File: src/rtl/sched_operand_frontend_if.sv
// Stream and controller-side signal bundle for the scheduled-datapath operand frontend.
// The slave modport is the frontend itself; master is whatever drives it (sequencer or bench).
interface sched_operand_frontend_if #(
  parameter int DATA_W = 16,
  parameter int NUM_IN = 3
);
  logic                     in_valid;
  logic                     in_ready;
  logic [DATA_W-1:0]        in_data;
  logic [NUM_IN*DATA_W-1:0] opnd_bus;
  logic                     op_ready;
  logic                     start;
  logic                     done;
  logic [DATA_W-1:0]        result;
  logic                     out_valid;
  logic                     out_ready;
  logic [DATA_W-1:0]        out_data;
  logic                     out_err;
  logic                     busy;
  logic [7:0]               job_cnt;

  modport slave (
    input  in_valid, in_data, op_ready, done, result, out_ready,
    output in_ready, opnd_bus, start, out_valid, out_data, out_err, busy, job_cnt
  );

  modport master (
    output in_valid, in_data, op_ready, done, result, out_ready,
    input  in_ready, opnd_bus, start, out_valid, out_data, out_err, busy, job_cnt
  );
endinterface

File: src/rtl/sched_operand_frontend.sv
// Operand collector / start issuer / result holder wrapped around a scheduled datapath,
// with a RUN watchdog and a wrapping completed-job counter.
//
// state | meaning
// LOAD  | accepting operand words into opnd_bus slots
// ISSUE | operands complete, start pulses as soon as op_ready is seen
// RUN   | waiting for done, watchdog counting
// OUT   | result (or abort marker) held until out_ready
module sched_operand_frontend #(
  parameter int DATA_W  = 16,
  parameter int NUM_IN  = 3,
  parameter int TIMEOUT = 64
) (
  input logic clk,
  input logic rst,
  sched_operand_frontend_if.slave bus
);

  localparam int WCNT_W = (NUM_IN > 1) ? $clog2(NUM_IN) : 1;
  localparam int TCNT_W = (TIMEOUT > 2) ? $clog2(TIMEOUT) : 1;
  localparam logic [WCNT_W-1:0] W_LAST = WCNT_W'(NUM_IN - 1);
  // Abort on the cycle whose increment would bring the counter to TIMEOUT-1,
  // so the abort result appears exactly TIMEOUT cycles after start.
  localparam logic [TCNT_W-1:0] T_LAST = TCNT_W'(TIMEOUT - 2);

  typedef enum logic [1:0] {LOAD, ISSUE, RUN, OUT} state_e;

  state_e                   state_q, state_d;
  logic [WCNT_W-1:0]        wcnt_q, wcnt_d;
  logic [TCNT_W-1:0]        tcnt_q, tcnt_d;
  logic [NUM_IN*DATA_W-1:0] opnd_q, opnd_d;
  logic [DATA_W-1:0]        out_data_q, out_data_d;
  logic                     out_err_q, out_err_d;
  logic [7:0]               job_cnt_q, job_cnt_d;

  logic in_fire, last_word, timed_out;

  assign in_fire   = (state_q == LOAD) && bus.in_valid;
  assign last_word = (wcnt_q == W_LAST);
  assign timed_out = (tcnt_q == T_LAST);

  always_ff @(posedge clk or posedge rst) begin
    if (rst) state_q <= LOAD;
    else     state_q <= state_d;
  end

  always_comb begin
    state_d = state_q;
    case (state_q)
      LOAD:    if (in_fire && last_word)       state_d = ISSUE;
      ISSUE:   if (bus.op_ready)               state_d = RUN;
      RUN:     if (bus.done || timed_out)      state_d = OUT;
      OUT:     if (bus.out_ready)              state_d = LOAD;
      default:                                 state_d = LOAD;
    endcase
  end

  always_comb begin
    bus.in_ready  = (state_q == LOAD);
    bus.start     = (state_q == ISSUE) && bus.op_ready;
    bus.out_valid = (state_q == OUT);
    bus.busy      = (state_q != LOAD);
  end

  always_comb begin
    wcnt_d     = wcnt_q;
    tcnt_d     = tcnt_q;
    opnd_d     = opnd_q;
    out_data_d = out_data_q;
    out_err_d  = out_err_q;
    job_cnt_d  = job_cnt_q;
    case (state_q)
      LOAD: begin
        if (in_fire) begin
          for (int i = 0; i < NUM_IN; i++) begin
            if (wcnt_q == WCNT_W'(i)) opnd_d[i*DATA_W +: DATA_W] = bus.in_data;
          end
          wcnt_d = last_word ? '0 : wcnt_q + 1'b1;
        end
      end
      ISSUE: begin
        if (bus.op_ready) tcnt_d = '0;
      end
      RUN: begin
        // done takes priority over a coincident watchdog expiry
        if (bus.done) begin
          out_data_d = bus.result;
          out_err_d  = 1'b0;
        end else if (timed_out) begin
          out_data_d = '0;
          out_err_d  = 1'b1;
        end else begin
          tcnt_d = tcnt_q + 1'b1;
        end
      end
      OUT: begin
        if (bus.out_ready) job_cnt_d = job_cnt_q + 8'd1;
      end
      default: ;
    endcase
  end

  always_ff @(posedge clk or posedge rst) begin
    if (rst) begin
      wcnt_q     <= '0;
      tcnt_q     <= '0;
      opnd_q     <= '0;
      out_data_q <= '0;
      out_err_q  <= 1'b0;
      job_cnt_q  <= 8'd0;
    end else begin
      wcnt_q     <= wcnt_d;
      tcnt_q     <= tcnt_d;
      opnd_q     <= opnd_d;
      out_data_q <= out_data_d;
      out_err_q  <= out_err_d;
      job_cnt_q  <= job_cnt_d;
    end
  end

  assign bus.opnd_bus = opnd_q;
  assign bus.out_data = out_data_q;
  assign bus.out_err  = out_err_q;
  assign bus.job_cnt  = job_cnt_q;

endmodule

File: src/flat_wrapper.sv
// flat-port wrapper written by rule: the top's interface ports become plain ports
module sched_operand_frontend_flat 
#(
  parameter int DATA_W  = 16,
  parameter int NUM_IN  = 3,
  parameter int TIMEOUT = 64
)
  (clk, rst, bus_in_valid, bus_in_data, bus_op_ready, bus_done, bus_result, bus_out_ready, bus_in_ready, bus_opnd_bus, bus_start, bus_out_valid, bus_out_data, bus_out_err, bus_busy, bus_job_cnt);
  sched_operand_frontend_if #(.DATA_W(DATA_W), .NUM_IN(NUM_IN)) bus_i ();
  input logic clk;
  input logic rst;
  input wire logic [$bits(bus_i.in_valid)-1:0] bus_in_valid;
  input wire logic [$bits(bus_i.in_data)-1:0] bus_in_data;
  input wire logic [$bits(bus_i.op_ready)-1:0] bus_op_ready;
  input wire logic [$bits(bus_i.done)-1:0] bus_done;
  input wire logic [$bits(bus_i.result)-1:0] bus_result;
  input wire logic [$bits(bus_i.out_ready)-1:0] bus_out_ready;
  output wire logic [$bits(bus_i.in_ready)-1:0] bus_in_ready;
  output wire logic [$bits(bus_i.opnd_bus)-1:0] bus_opnd_bus;
  output wire logic [$bits(bus_i.start)-1:0] bus_start;
  output wire logic [$bits(bus_i.out_valid)-1:0] bus_out_valid;
  output wire logic [$bits(bus_i.out_data)-1:0] bus_out_data;
  output wire logic [$bits(bus_i.out_err)-1:0] bus_out_err;
  output wire logic [$bits(bus_i.busy)-1:0] bus_busy;
  output wire logic [$bits(bus_i.job_cnt)-1:0] bus_job_cnt;
  assign bus_i.in_valid = bus_in_valid;
  assign bus_i.in_data = bus_in_data;
  assign bus_i.op_ready = bus_op_ready;
  assign bus_i.done = bus_done;
  assign bus_i.result = bus_result;
  assign bus_i.out_ready = bus_out_ready;
  assign bus_in_ready = bus_i.in_ready;
  assign bus_opnd_bus = bus_i.opnd_bus;
  assign bus_start = bus_i.start;
  assign bus_out_valid = bus_i.out_valid;
  assign bus_out_data = bus_i.out_data;
  assign bus_out_err = bus_i.out_err;
  assign bus_busy = bus_i.busy;
  assign bus_job_cnt = bus_i.job_cnt;
  sched_operand_frontend #(.DATA_W(DATA_W), .NUM_IN(NUM_IN), .TIMEOUT(TIMEOUT)) u_core (.clk(clk), .rst(rst), .bus(bus_i));
endmodule
File: config.mk
export PLATFORM = sky130hd
export DESIGN_NAME = sched_operand_frontend_flat
export DESIGN_NICKNAME = d
export VERILOG_FILES = /design/src/rtl/sched_operand_frontend_if.sv /design/src/rtl/sched_operand_frontend.sv /design/src/flat_wrapper.sv
export SDC_FILE = /design/constraint.sdc
export NUM_CORES = 1
export LEC_CHECK = 0
export CORE_ASPECT_RATIO = 0.6
export CORE_MARGIN = 5
export CORE_UTILIZATION = 47
export CTS_BUF_LIST = sky130_fd_sc_hd__clkbuf_8
export CTS_CLUSTER_DIAMETER = 120
export CTS_CLUSTER_SIZE = 25
export DETAILED_ROUTE_END_ITERATION = 12
export HOLD_SLACK_MARGIN = 0.1
export PLACE_DENSITY = 0.85
export REMOVE_ABC_BUFFERS = 1
export SLEW_MARGIN = 20
export SYNTH_ARGS = -nofsm -noshare
export SYNTH_HDL_FRONTEND = slang
export SYNTH_SLANG_ARGS = --single-unit
export TNS_END_PERCENT = 30
File: constraint.sdc
create_clock -name clk -period 3.1 [get_ports clk]
set_input_delay 0.62 -clock clk [delete_from_list [all_inputs] [get_ports clk]]
set_output_delay 0.62 -clock clk [all_outputs]
set_load 0.02 [all_outputs]
# --- Yosys cells after proc, flatten, opt, wreduce, memory -nomap -nowiden ---
# Index checks and enable logic that the tools add are counted.
word_totals:
  ff_bits: 83
  output_inout_bits: 77
  wordCells: 55
op_classes:
  n_addsub: 3
  n_eq_ne: 12
  muxes: 14
  n_reduce_logical: 17
op_table:
  columns: ["op", "count"]
  rows:
  - ["$mux W16", 2]
  - ["$mux W6", 3]
  - ["$pmux W6 S2", 1]
  - ["$mux W2", 5]
  - ["$reduce_and A3 Y1", 3]
  - ["$add A8 B1 Y8 const B", 1]
  - ["$ne A2 B2 Y1 const B", 4]
  - ["$pmux W2 S4", 1]
  - ["$reduce_and A4 Y1", 2]
  - ["$add A6 B1 Y6 const B", 1]
  - ["$eq A2 B2 Y1 const B", 3]
  - ["$eq A6 B6 Y1 const B", 1]
  - ["$reduce_and A2 Y1", 3]
  - ["$reduce_bool A2 Y1", 3]
  - ["$eq A2 B1 Y1 const B", 2]
  - ["$logic_not A2 Y1", 2]
  - ["$ne A2 B1 Y1 const B", 2]
  - ["$logic_and A1 B1 Y1", 3]
  - ["$add A2 B1 Y2 const B", 1]
  - ["$mux W1", 2]
  - ["$logic_or A1 B1 Y1", 1]

# --- Depth between registers and ports, before layout ---
# Gate-level depths: netlist of the first run.
depth:
  depth_word: 5
  depth_mapped: 8

# --- Worst setup path after synthesis of the first run ---
# Ideal clock, no wire load.
synth_timing:
  path_kind: "register to register"
  startpoint: "reg u_core.state_q[0]"
  endpoint: "reg u_core.opnd_q[0] (netlist: u_core.bus.opnd_bus[0])"
  setup_ns: 0.125
  arrival_time_ns: 1.786
  t_required_ns: 2.975
  slack_ns: 1.189
  path_stages_with_launch: 7
  n_path_buf: 1
  period_less_slack_ns: 1.911
  cell_sequence: "dfrtp_1 inv_1 ha_1 nand2_2 nor3_4 buf_6 mux2_2"
synth_via:
  elab_chain_cells: 3
synth_lines:
  columns: ["element", "line", "text"]
  rows:
  - ["start, declared", "sched_operand_frontend.sv:28", "state_e state_q, state_d;"]
  - ["start signal, assigned", "sched_operand_frontend.sv:44", "else state_q <= state_d;"]
  - ["$logic_not A2 Y1 (*)", null, null]
  - ["net bus_in_ready", "flat_wrapper.sv:18", "output wire logic [$bits(bus_i.in_ready)-1:0] bus_in_ready;"]
  - ["$logic_and A1 B1 Y1", "sched_operand_frontend.sv:38", "assign in_fire = (state_q == LOAD) && bus.in_valid;"]
  - ["$reduce_and A3 Y1 (no line) (*)", null, null]
  - ["end signal, assigned", "sched_operand_frontend.sv:114", "opnd_q <= opnd_d;"]
  - ["end, declared", "sched_operand_frontend.sv:31", "logic [NUM_IN*DATA_W-1:0] opnd_q, opnd_d;"]
# The timed path passes the listed nets; every way through them passes the cells marked *.
# A chain may end at the register's enable or synchronous reset.

# --- Worst setup path in the final report of the first run ---
layout_timing:
  startpoint: "in bus_op_ready"
  endpoint: "out bus_start"
layout_via:
  elab_chain_cells: 1
layout_lines:
  columns: ["element", "line", "text"]
  rows:
  - ["start, declared", "flat_wrapper.sv:14", "input wire logic [$bits(bus_i.op_ready)-1:0] bus_op_ready;"]
  - ["$logic_and A1 B1 Y1", "sched_operand_frontend.sv:60", "bus.start = (state_q == ISSUE) && bus.op_ready;"]
  - ["end, declared", "flat_wrapper.sv:20", "output wire logic [$bits(bus_i.start)-1:0] bus_start;"]
# Every way passes these cells.

==> metrics.md, run 1 <==
| Metric | Value |
|---|---|
| Synth Area per Inst | 12.7 um^2 |
| Area of the core | 7240 um^2 |
| Setup Fix Bufs, Post-CTS | 0 |
| Final setup violation count | 0 |
| Hpwl dp | 5.86 mm |
| DR vias | 2536 |
| CTS tree | built |
| Max cap viols | 0 |
| Area Overhead vs Synth | 41.7% |
| ANT nets after route | 0 |
| Routability cong. | around 0.88 |
| Total track usage | 0.180 |
| DRC viols | 0 |
| Ys Warns | 0 |
| Fin Hold WS | 0.495 ns |
| Post_cts resized | 0 |
| Worst slew pin tran | 0.940 ns |
| Mapped Cells | 274 |
| Clock transition at path regs | 0.07 ns |
| Leakage | between 0.002 and 0.0025 uW |
| IO Pins | ~120 |
| Critical-path maximum fanout | 4 |
| Grt total ovfl | 0 |
| Buffers added on ports | 114 |
| Longest Clk Path Bufs | 2 |
| Gr busiest metal | met2 |
| Post-synth EDFFs | 0 |
| Asr flop ratio synth | 1.00 |
| Routed WL per cell | 15.8 um |
| Layout fillers | 539 |
| CP required | 2.48 ns |
| Die X | 121 um |
| CTS Root Cell | clkbuf_8 |
| Router iterations before antenna repair | 4 |
| Setup TNS | 0 ns |
| Max_slew headroom | 0.371 |
| Register bit total from synthesis | between 80 and 90 |
| Pins Over Slew Limit | 0 |
| Grt met1 use | 0.235 |
| Syn Std Cell Area | 3470 um^2 |
| Largest net degree at the start of global routing | 45 |
| Critical path capture point type | output port |
| Crit path time final | 2.47 ns |
| Hold buffer count at cts | 0 |
| Hold crit path type | flip-flop to flip-flop |
| Initial core utilization | 0.480 |
| Tcrit/Tclk final | 0.798 |
| Final Skew | 0.00773 ns |
| DRT iter0 DRCs | 144 |
| M3 GR Usage | 0.0816 |
| Worst VDD drop | approximately 0.57 mV |
| Antenna cells | 0 |
| PD cells | 1020 nW/um^2 |
| Post-synthesis cell type count | 37 |
| Routed WL | 7.95 mm |
| Seq/Total Area, Yosys | 0.598 |
| Max Freq | 404 MHz |
| Top FF cell, synth | dfrtp_1 |
| Worst setup path class | primary input to output port |
| Layout cells sized above 1 | 0.183 |
| Via count of the first global-routing pass | between 2000 and 3000 |
| First-pass GRT wire length | 13.2 mm |
| Crit start category | primary input |
| Die height | 76.6 um |
| H-tree levels | 3 |
| Full die area | between 9000 and 10000 um^2 |
| RSZ-0062 raised after global routing | false |
| Outcome | finished clean |
| Via density | just over 5 |
| Share of the synthesized area in the top cell type | 0.598 |
| Row count | 24 |
| Clock Latency Late Sink | ~0.35 ns |
| Arr. time, crit path | 1.85 ns |
| Initial antenna violation count | 0 |
| Area contributors post-synth | dfrtp_1 (60%), mux2_2 (17%), nand2_1 (4.8%) |
| M2 GR Usage | 0.268 |
| Total clock sinks | just over 80 |
| NumNets Final | 439 |
| TritonCTS Buffers | 9 |
| Largest area contributor in the netlist | dfrtp_1 |
| Hold Violations, Final | 0 |
## area by class of cell
| cell class | instances | area, um^2 | share of cell area |
|---|---|---|---|
| timing repair buffer | 116 | 1170 | 0.237 |
| clock inverter | 4 | 41.3 | 0.00839 |
| clock buffer | 12 | 165 | 0.0335 |
| tap | 104 | 130 | 0.0264 |
| sequential | 83 | 2080 | 0.422 |
| multi-input combinational | 175 | 1310 | 0.266 |
| inverter | 8 | 31.3 | 0.00635 |
## flip-flops by register name, indices dropped and copies added (netlist names)
name / count
u_core.tcnt_q: 6
u_core.bus.job_cnt: 8
u_core.bus.out_err: 1
u_core.state_q: 2
u_core.bus.opnd_bus: 48
u_core.wcnt_q: 2
u_core.bus.out_data: 16
## per-stage QoR
| step | util | total power [uW] | setup slack [ns] | instance area, um^2 | cells |
|---|---|---|---|---|---|
| after floorplan | - | 3090 | 0.343 | 3420 | 266 |
| after global placement | 0.652 | 4200 | 0.620 | 4720 | 486 |
| after detailed placement | 0.652 | 4290 | 0.618 | 4720 | 486 |
| after CTS | 0.680 | 5090 | 0.587 | 4920 | 502 |
| after global routing | 0.680 | 5340 | 0.509 | 4920 | 502 |
| final | 0.680 | 5040 | 0.626 | 4920 | 502 |
## layer usage
| metal | up-vias | part of all wire | routed length (um) |
|---|---|---|---|
| met5 | - | 0 | 0 |
| met4 | 0 | 0.0079 | 63 |
| met3 | 6 | 0.090 | 718 |
| met2 | 102 | 0.44 | 3460 |
| met1 | 1240 | 0.47 | 3700 |
| li1 | 1188 | - | - |
## placed cells by master, fill, tap and decap left out, types with 2 or more instances in the layout
master,Yosys,layout
clkdlybuf4s50_1,0,114
dfrtp_1,83,83
mux2_2,51,51
nand2_1,44,44
o21ai_0,20,20
clkbuf_8,0,12
inv_1,8,10
ha_1,8,8
nor2_1,6,6
xnor2_1,5,5
nor3_1,3,3
and3_1,3,3
nand3b_1,3,3
and2_1,3,3
o31ai_1,3,3
nand2_2,2,2
xor2_1,2,2
nand4_1,2,2
a21oi_1,2,2
nand4b_1,2,2
## worst max-delay path, stage by stage
cell and delay (ns):
clkdlybuf4s50_1 0.51, and2_1 0.13, clkdlybuf4s50_1 0.59
## cells in the mapped netlist, types with 2 or more instances
cell type and count:
nor3_1 3, inv_1 8, mux2_2 51, nand3b_1 3, dfrtp_1 83, o31ai_1 3
and3_1 3, xnor2_1 5, nand2_1 44, ha_1 8, o21ai_0 20, buf_2 4
nand2_2 2, a21oi_1 2, and2_1 3, nand4_1 2, nor2_1 6, nand4b_1 2
buf_6 3, xor2_1 2
## worst paths after layout
check,startpoint,slack [ns],end,depth (start not counted)
max,bus_op_ready,0.63,bus_start,3
min,u_core.bus.job_cnt[6],0.49,u_core.bus.job_cnt[6],1
max reg2reg,u_core.state_q[0],0.89,u_core.bus.out_data[14],5
min reg2reg,u_core.bus.job_cnt[6],0.49,u_core.bus.job_cnt[6],1
max in group asynchronous,rst,1.78,u_core.bus.opnd_bus[20],3
min in group asynchronous,rst,0.68,u_core.bus.out_data[5],2
## cell families after synthesis
logic type               synth area share
AO/OA/AOI/OAI                      0.0551
XOR/XNOR                           0.0176
adder cells (fa/ha/maj)            0.0288
buffers and inverters              0.0252
flip-flops                          0.598
multiplexers                        0.168
AND/OR/NAND/NOR                     0.107
## report_power, final
part / total, uW / switching (uW) / leakage [uW] / internal (uW)
combinational: 2410 / 1180 / 0.000994 / 1230
sequential: 1840 / 296 / 0.00104 / 1540
clock: 792 / 362 / 0.000116 / 430
(Power assumes the default switching activity.)
==> run 2, diff against run 1 <==
==> constraint.sdc (replaced) <==
create_clock -name clk -period 2.5 [get_ports clk]
set_input_delay 0.5 -clock clk [delete_from_list [all_inputs] [get_ports clk]]
set_output_delay 0.5 -clock clk [all_outputs]
set_load 0.02 [all_outputs]
==> run 2 against run 1 <==
Cell count increased by 0.60%. Critical path depth increased by 1. Combinational power increased by 25%. Sequential share of layout area decreased by 0.63 points. Clock power increased by 44%. Total power increased by 28%. Global-route usage increased by 0.56 points. Clock skew about the same. Wire length increased by 1.3%. Sequential cell count unchanged. Critical path type is now flip-flop to output port. Largest power group unchanged.
==> metrics.md, run 2 (synthesis gave the netlist of run 1 again) <==
| Metric | Value |
|---|---|
| Outcome | finished clean |
| Pins Over Slew Limit | 0 (unchanged) |
| Arr. time, crit path | 1.85 ns (about the same) |
| Setup TNS | 0 ns (unchanged) |
| Dpl cell area | 4750 um^2 (+0.74%) |
| Design Area, Final | 5000 um^2 (+1.5%) |
| Critical path cell sequence | inv_1 > ha_1 > and2_1 > clkdlybuf4s50_1 |
| Crit start category | flip-flop |
| Longest Clk Path Bufs | 2 (unchanged) |
| IO Pins | 115 (unchanged) |
| Combinational Power Share | 0.469 (-0.009) |
| Clock Latency Late Sink | 0.36 ns (about the same) |
| Fin util | 0.691 (+0.0104) |
| Layout fillers | 550 (+2.0%) |
| Hpwl dp | 6.04 mm (+3.1%) |
| Critical-path maximum fanout | 4 (unchanged) |
| Clock transition at path regs | 0.08 ns (about the same) |
| Crit path buffers/inverters | 2 (unchanged) |
| Final setup violation count | 0 (unchanged) |
| Largest net degree at the start of global routing | 45 (unchanged) |
| Max_slew headroom | 0.602 (+0.231) |
| Worst slew pin tran | 0.595 ns (-0.345 ns) |
| Layout cells sized above 1 | 0.197 (+0.0136) |
| NumNets Final | 442 (+0.68%) |
| Slowest Stage Delay on Critical Path | 0.59 ns (about the same) |
| DRC viols | 0 (unchanged) |
| First-pass GRT wire length | 13.6 mm (+3.0%) |
| Reported net switching power | 2310 uW (+26%) |
| Setup Fix Bufs, Post-CTS | 0 (unchanged) |
| Worst setup path class | flip-flop to output port |
| Total track usage | 0.186 (+0.00563) |
| Commonest non-fill, non-tap cells in the layout | clkdlybuf4s50_1 (114), dfrtp_1 (83), mux2_2 (51) |
| Hold buffer count at cts | 0 (unchanged) |
| Full die area | 9270 um^2 (unchanged) |
| Most common cell after layout, fill and taps aside | clkdlybuf4s50_1 |
| Area Overhead vs Synth | 43.9% |
| Max Freq | 426 MHz |
| Via density | 4.98 (-1.5%) |
| Initial antenna violation count | 0 (unchanged) |
| Hold Violations, Final | 0 (unchanged) |
| TritonCTS Buffers | 9 (unchanged) |
| Design internal power | 4120 uW (+29%) |
| Buffers added on ports | 114 (unchanged) |
| Routed WL per cell | 16.0 um (+0.73%) |
| Leakage | 0.00218 uW (+1.1%) |
| Max reg flops | 48 (unchanged) |
| Top delay family on crit path | buffers and inverters |
| DRT iter0 DRCs | 170 (+18%) |
| RSZ-0062 raised after global routing | false |
| PD cells | 1290 nW/um^2 (+26%) |
| Worst VDD drop | 0.684 mV (+20%) |
| CTS tree | built |
| Routed WL | 8.06 mm (+1.3%) |
| Row count | 24 (unchanged) |
| H-tree levels | 3 (unchanged) |
| Crit path time final | 2.35 ns |
| Die height | 76.6 um (unchanged) |
| Router iterations before antenna repair | 4 (unchanged) |
| Grt total ovfl | 0 (unchanged) |
| Fin cells | 505 (+0.60%) |
| Hold crit path type | primary input to asynchronous set/reset pin |
| Final Skew | 0.00727 ns (-0.000459 ns) |
| Total clock sinks | 83 (unchanged) |
| Antenna cells | 0 (unchanged) |
| Via count of the first global-routing pass | 2636 (+0.27%) |
| Post-Place Cells | 489 (+0.62%) |
| CP required | 2.00 ns (-0.48 ns) |
| Routability cong. | 0.847 (-3.7%) |
| Tcrit/Tclk final | 0.939 |
| Clock share of power | 0.177 (+0.020) |
| Post_cts resized | 0 (unchanged) |
| ANT nets after route | 0 (unchanged) |
| Sequential Power Share | 0.354 (-0.010) |
| DR vias | 2513 (-0.91%) |
| Max cap viols | 0 (unchanged) |
| Critical path capture point type | output port |
| Area of the core | 7240 um^2 (unchanged) |
| Die X | 121 um (unchanged) |
| CTS Root Cell | clkbuf_8 |
| Sw Ratio | 0.360 (-0.00568) |
| Power Total | 6430 uW (+28%) |
| Initial core utilization | 0.480 (unchanged) |
| Slowest-stage cell, CP | clkdlybuf4s50_1 |
[run 2: area by class of cell]
type,count,area (um^2),share of cell area
inverter,8,31.3,0.00626
clock buffer,13,179,0.0358
tap,104,130,0.0260
multi-input combinational,175,1310,0.262
sequential,83,2080,0.416
clock inverter,3,67.6,0.0135
timing repair buffer,119,1200,0.241
[run 2: final timing paths]
check | startpoint | to | slack [ns] | cells past startpoint
min in group clk | u_core.bus.job_cnt[7] | u_core.bus.job_cnt[7] | 0.48 | 1
setup reg to reg | u_core.state_q[0] | u_core.bus.opnd_bus[40] | 0.55 | 4
hold reg to reg | u_core.bus.job_cnt[7] | u_core.bus.job_cnt[7] | 0.48 | 1
hold / removal | rst | u_core.bus.out_data[3] | 0.48 | 2
setup / recovery | u_core.state_q[1] | bus_start | 0.15 | 4
max in group asynchronous | rst | u_core.tcnt_q[3] | 1.43 | 3
[run 2: power by group through the flow]
stage | combinational (uW) | clock [uW] | sequential [uW]
finish | 3020 | 1140 | 2280
global route | 3230 | 1230 | 2350
CTS | 3060 | 1170 | 2280
detailed placement | 3040 | 0 | 2310
global placement | 2960 | 0 | 2270
floorplan | 942 | 0 | 2890
[run 2: layer usage]
layer	vias up	global-route usage	routed length, um
li1	1186	-	-
met1	1222	0.240	3650
met2	97	0.276	3490
met3	8	0.0994	850
met4	0	0.0441	63
met5	-	0	0
[run 2: metrics by stage]
step,hold WS [ns],worst slack [ns]
after floorplan,0.483,-0.137
after global placement,0.459,0.261
after detailed placement,0.463,0.255
after CTS,0.475,0.108
after global routing,0.501,0.0142
final,0.477,0.152
